[src/rtl/alu_pkg.sv]
// Shared ALU command definitions: opcodes, inputdata field positions and
// the issuer FSM state encoding.
package alu_pkg;

    localparam logic [1:0] OP_ADD = 2'b00;
    localparam logic [1:0] OP_SUB = 2'b01;
    localparam logic [1:0] OP_AND = 2'b10;
    localparam logic [1:0] OP_OR  = 2'b11;

    localparam int OP_MSB = 33;
    localparam int A_MSB  = 31;
    localparam int B_MSB  = 15;

    typedef enum logic [1:0] {
        IDLE = 2'd0,
        WAIT = 2'd1,
        RESP = 2'd2
    } state_t;

endpackage

[src/rtl/alu_issue_stats.sv]
// Wrapping completion counters for the ALU command issuer.
// Built only when ALU_ISSUER_STATS_EN is defined.
`ifdef ALU_ISSUER_STATS_EN
module alu_issue_stats #(
    parameter int CNT_W = 16
) (
    input  logic             clk,
    input  logic             rst,
    input  logic             hs,
    input  logic             ovf,
    output logic [CNT_W-1:0] ops,
    output logic [CNT_W-1:0] ovfs
);

    always_ff @(posedge clk) begin
        if (rst) begin
            ops  <= '0;
            ovfs <= '0;
        end else if (hs) begin
            ops <= ops + CNT_W'(1);
            if (ovf)
                ovfs <= ovfs + CNT_W'(1);
        end
    end

endmodule
`endif

[src/rtl/alu_cmd_issuer.sv]
// Issues one packed command at a time to a fixed-latency ALU and registers
// its result; optional counters enabled by ALU_ISSUER_STATS_EN.
module alu_cmd_issuer
    import alu_pkg::*;
#(
    parameter int DATA_W  = 16,
    parameter int ALU_LAT = 2,
    parameter int CNT_W   = 16
) (
    input  logic                clk,
    input  logic                rst,
    input  logic                cmd_valid,
    output logic                cmd_ready,
    input  logic [1:0]          cmd_op,
    input  logic [DATA_W-1:0]   cmd_a,
    input  logic [DATA_W-1:0]   cmd_b,
    output logic [2*DATA_W+1:0] inputdata,
    input  logic [DATA_W-1:0]   Y,
    input  logic                cout,
    input  logic                overflow,
    output logic                rsp_valid,
    input  logic                rsp_ready,
    output logic [DATA_W-1:0]   rsp_y,
    output logic                rsp_cout,
    output logic                rsp_ovf,
    output logic [CNT_W-1:0]    stat_ops,
    output logic [CNT_W-1:0]    stat_ovf
);

    localparam int CW = (ALU_LAT > 1) ? $clog2(ALU_LAT) : 1;
    localparam logic [CW-1:0] LAT_M1 = CW'(ALU_LAT - 1);

    state_t        state;
    logic [CW-1:0] cnt;

    always_ff @(posedge clk) begin
        if (rst) begin
            state     <= IDLE;
            cmd_ready <= 1'b1;
            inputdata <= '0;
            cnt       <= '0;
            rsp_valid <= 1'b0;
            rsp_y     <= '0;
            rsp_cout  <= 1'b0;
            rsp_ovf   <= 1'b0;
        end else begin
            unique case (state)
                IDLE: begin
                    if (cmd_valid) begin
                        inputdata <= {cmd_op, cmd_a, cmd_b};
                        cnt       <= LAT_M1;
                        cmd_ready <= 1'b0;
                        state     <= WAIT;
                    end
                end
                WAIT: begin
                    // cnt==0 marks the edge where the ALU output has settled
                    if (cnt != '0) begin
                        cnt <= cnt - CW'(1);
                    end else begin
                        rsp_y     <= Y;
                        rsp_cout  <= cout;
                        rsp_ovf   <= overflow;
                        rsp_valid <= 1'b1;
                        state     <= RESP;
                    end
                end
                RESP: begin
                    if (rsp_ready) begin
                        rsp_valid <= 1'b0;
                        cmd_ready <= 1'b1;
                        state     <= IDLE;
                    end
                end
                default: begin
                    state     <= IDLE;
                    cmd_ready <= 1'b1;
                    rsp_valid <= 1'b0;
                end
            endcase
        end
    end

`ifdef ALU_ISSUER_STATS_EN
    logic hs;
    assign hs = rsp_valid && rsp_ready;

    alu_issue_stats #(
        .CNT_W (CNT_W)
    ) u_stats (
        .clk  (clk),
        .rst  (rst),
        .hs   (hs),
        .ovf  (rsp_ovf),
        .ops  (stat_ops),
        .ovfs (stat_ovf)
    );
`else
    assign stat_ops = '0;
    assign stat_ovf = '0;
`endif

endmodule
[config.mk]
export PLATFORM = sky130hd
export DESIGN_NAME = alu_cmd_issuer
export DESIGN_NICKNAME = d
export VERILOG_FILES = /design/src/rtl/alu_pkg.sv /design/src/rtl/alu_issue_stats.sv /design/src/rtl/alu_cmd_issuer.sv
export SDC_FILE = /design/constraint.sdc
export NUM_CORES = 1
export LEC_CHECK = 0
export BUFFER_PORTS_ARGS = -buffer_cell sky130_fd_sc_hd__buf_4
export CAP_MARGIN = 40
export CORE_MARGIN = 3
export CORE_UTILIZATION = 45
export CTS_CLUSTER_SIZE = 25
export DETAILED_ROUTE_END_ITERATION = 8
export PLACE_DENSITY = 0.92
export REMOVE_ABC_BUFFERS = 1
export SLEW_MARGIN = 20
export SYNTH_ARGS = -nofsm -noshare
export SYNTH_HDL_FRONTEND = slang
export SYNTH_SLANG_ARGS = --single-unit
export TNS_END_PERCENT = 10
[constraint.sdc]
create_clock -name clk -period 2.22 [get_ports clk]
set_clock_uncertainty 0.15 [all_clocks]
set_input_delay 0.222 -clock clk [delete_from_list [all_inputs] [get_ports clk]]
set_output_delay 0.222 -clock clk [all_outputs]
set_load 0.02 [all_outputs]
==> qor.csv <==
stage,metric,value,unit
sta,period_share,0.8058,
cells_and_area,final_nets,487,
global_route,grt_max_degree,59,
sta,relSlewSlack,0.6044,
critical_path,critPathRequiredTime,2240,ps
sta,finalHoldViolCount,0,
sta,rsz0062_at_grt,no,
synthesis,synth_edf_count,0,
synthesis,synthesis.instances,284,
critical_path,path_class,reg2reg,
die,io_pins,142,
global_route,antenna_found_initial,0,
die,die_area,6052,um^2
clock_network,cts_tree,built,
power,p_seq_frac,0.451,
place,place_ws,470.0,ps
synthesis,syn_avg_cell_area,8.168,um^2
clock_network,cts_setup_buffers,0,
power,p_per_area,705.4,nW/um^2
detailed_routing,dr_total_vias,2327,
detailed_routing,ant_nets,0,
sta,setup_ws,431.2,ps
global_route,grt_pass1_vias,2298,
sta,fin_tns_setup,0,ps
sta,finalCriticalPeriod,1789,ps
die,core_area,4848,um^2
sta,fin_hold_ws,15.87,ps
power,p_clk_frac,0.334,
power,p_leak,1.636,nW
detailed_routing,viasPerCell,4.626,
cells_and_area,diodes,0,
detailed_routing,initialDrtViolationCount,123,
clock_network,cts_sinks,57,
synthesis,ys_ff_latch,57,
synthesis,seq_area_frac_synth,0.4919,
flow_run,max_cap_viol_count,0,
critical_path,arrival,1810,ps
detailed_routing,drt-pass1-iter-count,6,
die,die_w,77.80,um
sta,clock.fmax,559.0,MHz
min_path,hold_path_class,in2reg,
place,dp_hpwl,3.974,mm
synthesis,yosysWarnings,0,
clock_network,clock_tree.root_cell,clkbuf_8,
clock_network,numCtsBuffers,9,
critical_path,critPathLaunch,state[0],
global_route,overflow,0,
place,io_buffers,109,
detailed_routing,post_drt_wl_per_cell,13.30,um
cells_and_area,layout-drive-gt1-share,0.2936,
power,swShare,0.2882,
power,internal_power,1.797,mW
status,outcome,"finished, final reports clean",
synthesis,async_flop_share,0,
cells_and_area,multi_input_area,904.6,um^2
sta,worst_slew_pin_slew,593.4,ps
detailed_routing,drc,0,
critical_path,r2r_start,state[0],
critical_path,worst-path-max-fanout,18,
synthesis,ys.flop_type,dfxtp_1,
synthesis,synthTopCellsByArea,"dfxtp_1 (49%), nand2_1 (17%), a21oi_1 (12%), buf_4 (11%), buf_6 (2.4%)",
critical_path,cp-end-kind,flop,
power,peakVddDrop,428.9,uV
clock_network,clkLatencyLatePin,320,ps
power,power.switching,727.5,uW
synthesis,synth.most_common_cell,nand2_1,
die,start_util,0.4785,
synthesis,post_synth_num_cell_types,17,
power,combPwrFrac,0.215,
min_path,min_from,cmd_b[12],
cells_and_area,fillCellCount,342,
clock_network,cts_resized,0,
synthesis,yosysTopAreaCellShare,0.4919,
detailed_routing,wl,6.692,mm
die,rows,25,
global_route,grt_pass1_wl,10.83,mm
clock_network,htree_levels,3,
sta,drv_slew,0,
clock_network,clockBufferDepth,2,
place,gp_congestion,0.7094,
die,die_h,77.80,um
critical_path,crit_path_start_kind,flop,
synthesis,synthTopCellsByCount,"nand2_1 (106), dfxtp_1 (57), a21oi_1 (56)",
sta,setup_viol,0,
cells_and_area,seqCellArea,1141,um^2
clock_network,path_clk_slew,60,ps
global_route,grt_usage,0.2260,
synthesis,synth_area_leader_cell,dfxtp_1,
cells_and_area,syn_to_final_growth,54.26,%
synthesis,netlist_area,2320,um^2
## placed cells by master (no fill, tap or decap)
master / netlist / routed
a211oi_1: 3 / 3
a21oi_1: 56 / 56
buf_4: 33 / 112
clkbuf_1: 6 / 2
clkbuf_8: 0 / 11
clkinv_2: 0 / 3
conb_1: 1 / 32
dfxtp_1: 57 / 57
dlygate4sd3_1: 0 / 43
inv_1: 1 / 1
nand2_1: 106 / 106
nand2b_1: 1 / 1
nor2_1: 3 / 3
nor2b_1: 1 / 1
nor3b_4: 2 / 2
o21ai_0: 1 / 1
or3b_1: 2 / 2
## state kept, by name, indices dropped and copies added, names as in the netlist
name	count
cnt	1
state	2
rsp_y	16
rsp_cout	1
cmd_ready	1
rsp_ovf	1
rsp_valid	1
inputdata	34
## per-layer routing
metal	global-route usage	vias to the layer above	share of wire
met2	0.4024	126	0.51
met5	0	-	0
li1	-	1138	-
met4	0.09431	0	0.013
met1	0.2518	1053	0.39
met3	0.06032	10	0.095
## metrics by stage
step	power (mW)	area [um^2]	utilization	instances
after global routing	2.651	3578	0.7381	503
after CTS	2.542	3578	0.7381	503
after floorplan	1.398	2049	-	265
after detailed placement	1.632	2974	0.6134	444
final	2.524	3578	0.7381	503
after global placement	1.620	2974	0.6134	444
## power groups by stage
| stage | sequential [mW] | combinational [mW] | clock [mW] |
|---|---|---|---|
| floorplan | 1.23 | 0.167 | 0 |
| global placement | 1.16 | 0.463 | 0 |
| detailed placement | 1.16 | 0.473 | 0 |
| CTS | 1.14 | 0.534 | 0.871 |
| global route | 1.15 | 0.585 | 0.919 |
| finish | 1.14 | 0.543 | 0.844 |
## final cells by class
| cell class | instances | share of cell area |
|---|---|---|
| Timing Repair Buffer | 155 | 0.3552 |
| Sequential cell | 57 | 0.3189 |
| Multi-Input combinational cell | 207 | 0.2528 |
| Clock buffer | 13 | 0.04441 |
| Tap cell | 67 | 0.02343 |
| Clock inverter | 3 | 0.004196 |
| Inverter | 1 | 0.001049 |
## critical path, cell delays in order (launching register included)
cell and delay [ps]:
dfxtp_1 510, or3b_1 660, nand2_1 210, a21oi_1 100
## repair_timing
action,CTS,global route
hold buffers,43,0
endpoints found under the hold margin,43,0
setup endpoints to repair,0,0
## worst paths after layout
| path | endpoint | slack, ps | cells past startpoint |
|---|---|---|---|
| min | inputdata[12] | 20 | 3 |
| min reg2reg | inputdata[0] | 300 | 2 |
| max reg2reg | rsp_y[10] | 430 | 3 |
| max | rsp_y[10] | 430 | 3 |
## cell families (layout without fill, tap and decap cells)
kind of cell / count (synthesis) / count (layout) / share of synthesized area
and+or+nand+nor: 115 / 115 / 0.2055
buffers and inverters: 51 / 172 / 0.1683
other: 1 / 32 / 0.001617
AOI/OAI and AO/OA: 60 / 60 / 0.1327
DFF: 57 / 57 / 0.4919
(Power assumes the default switching activity.)
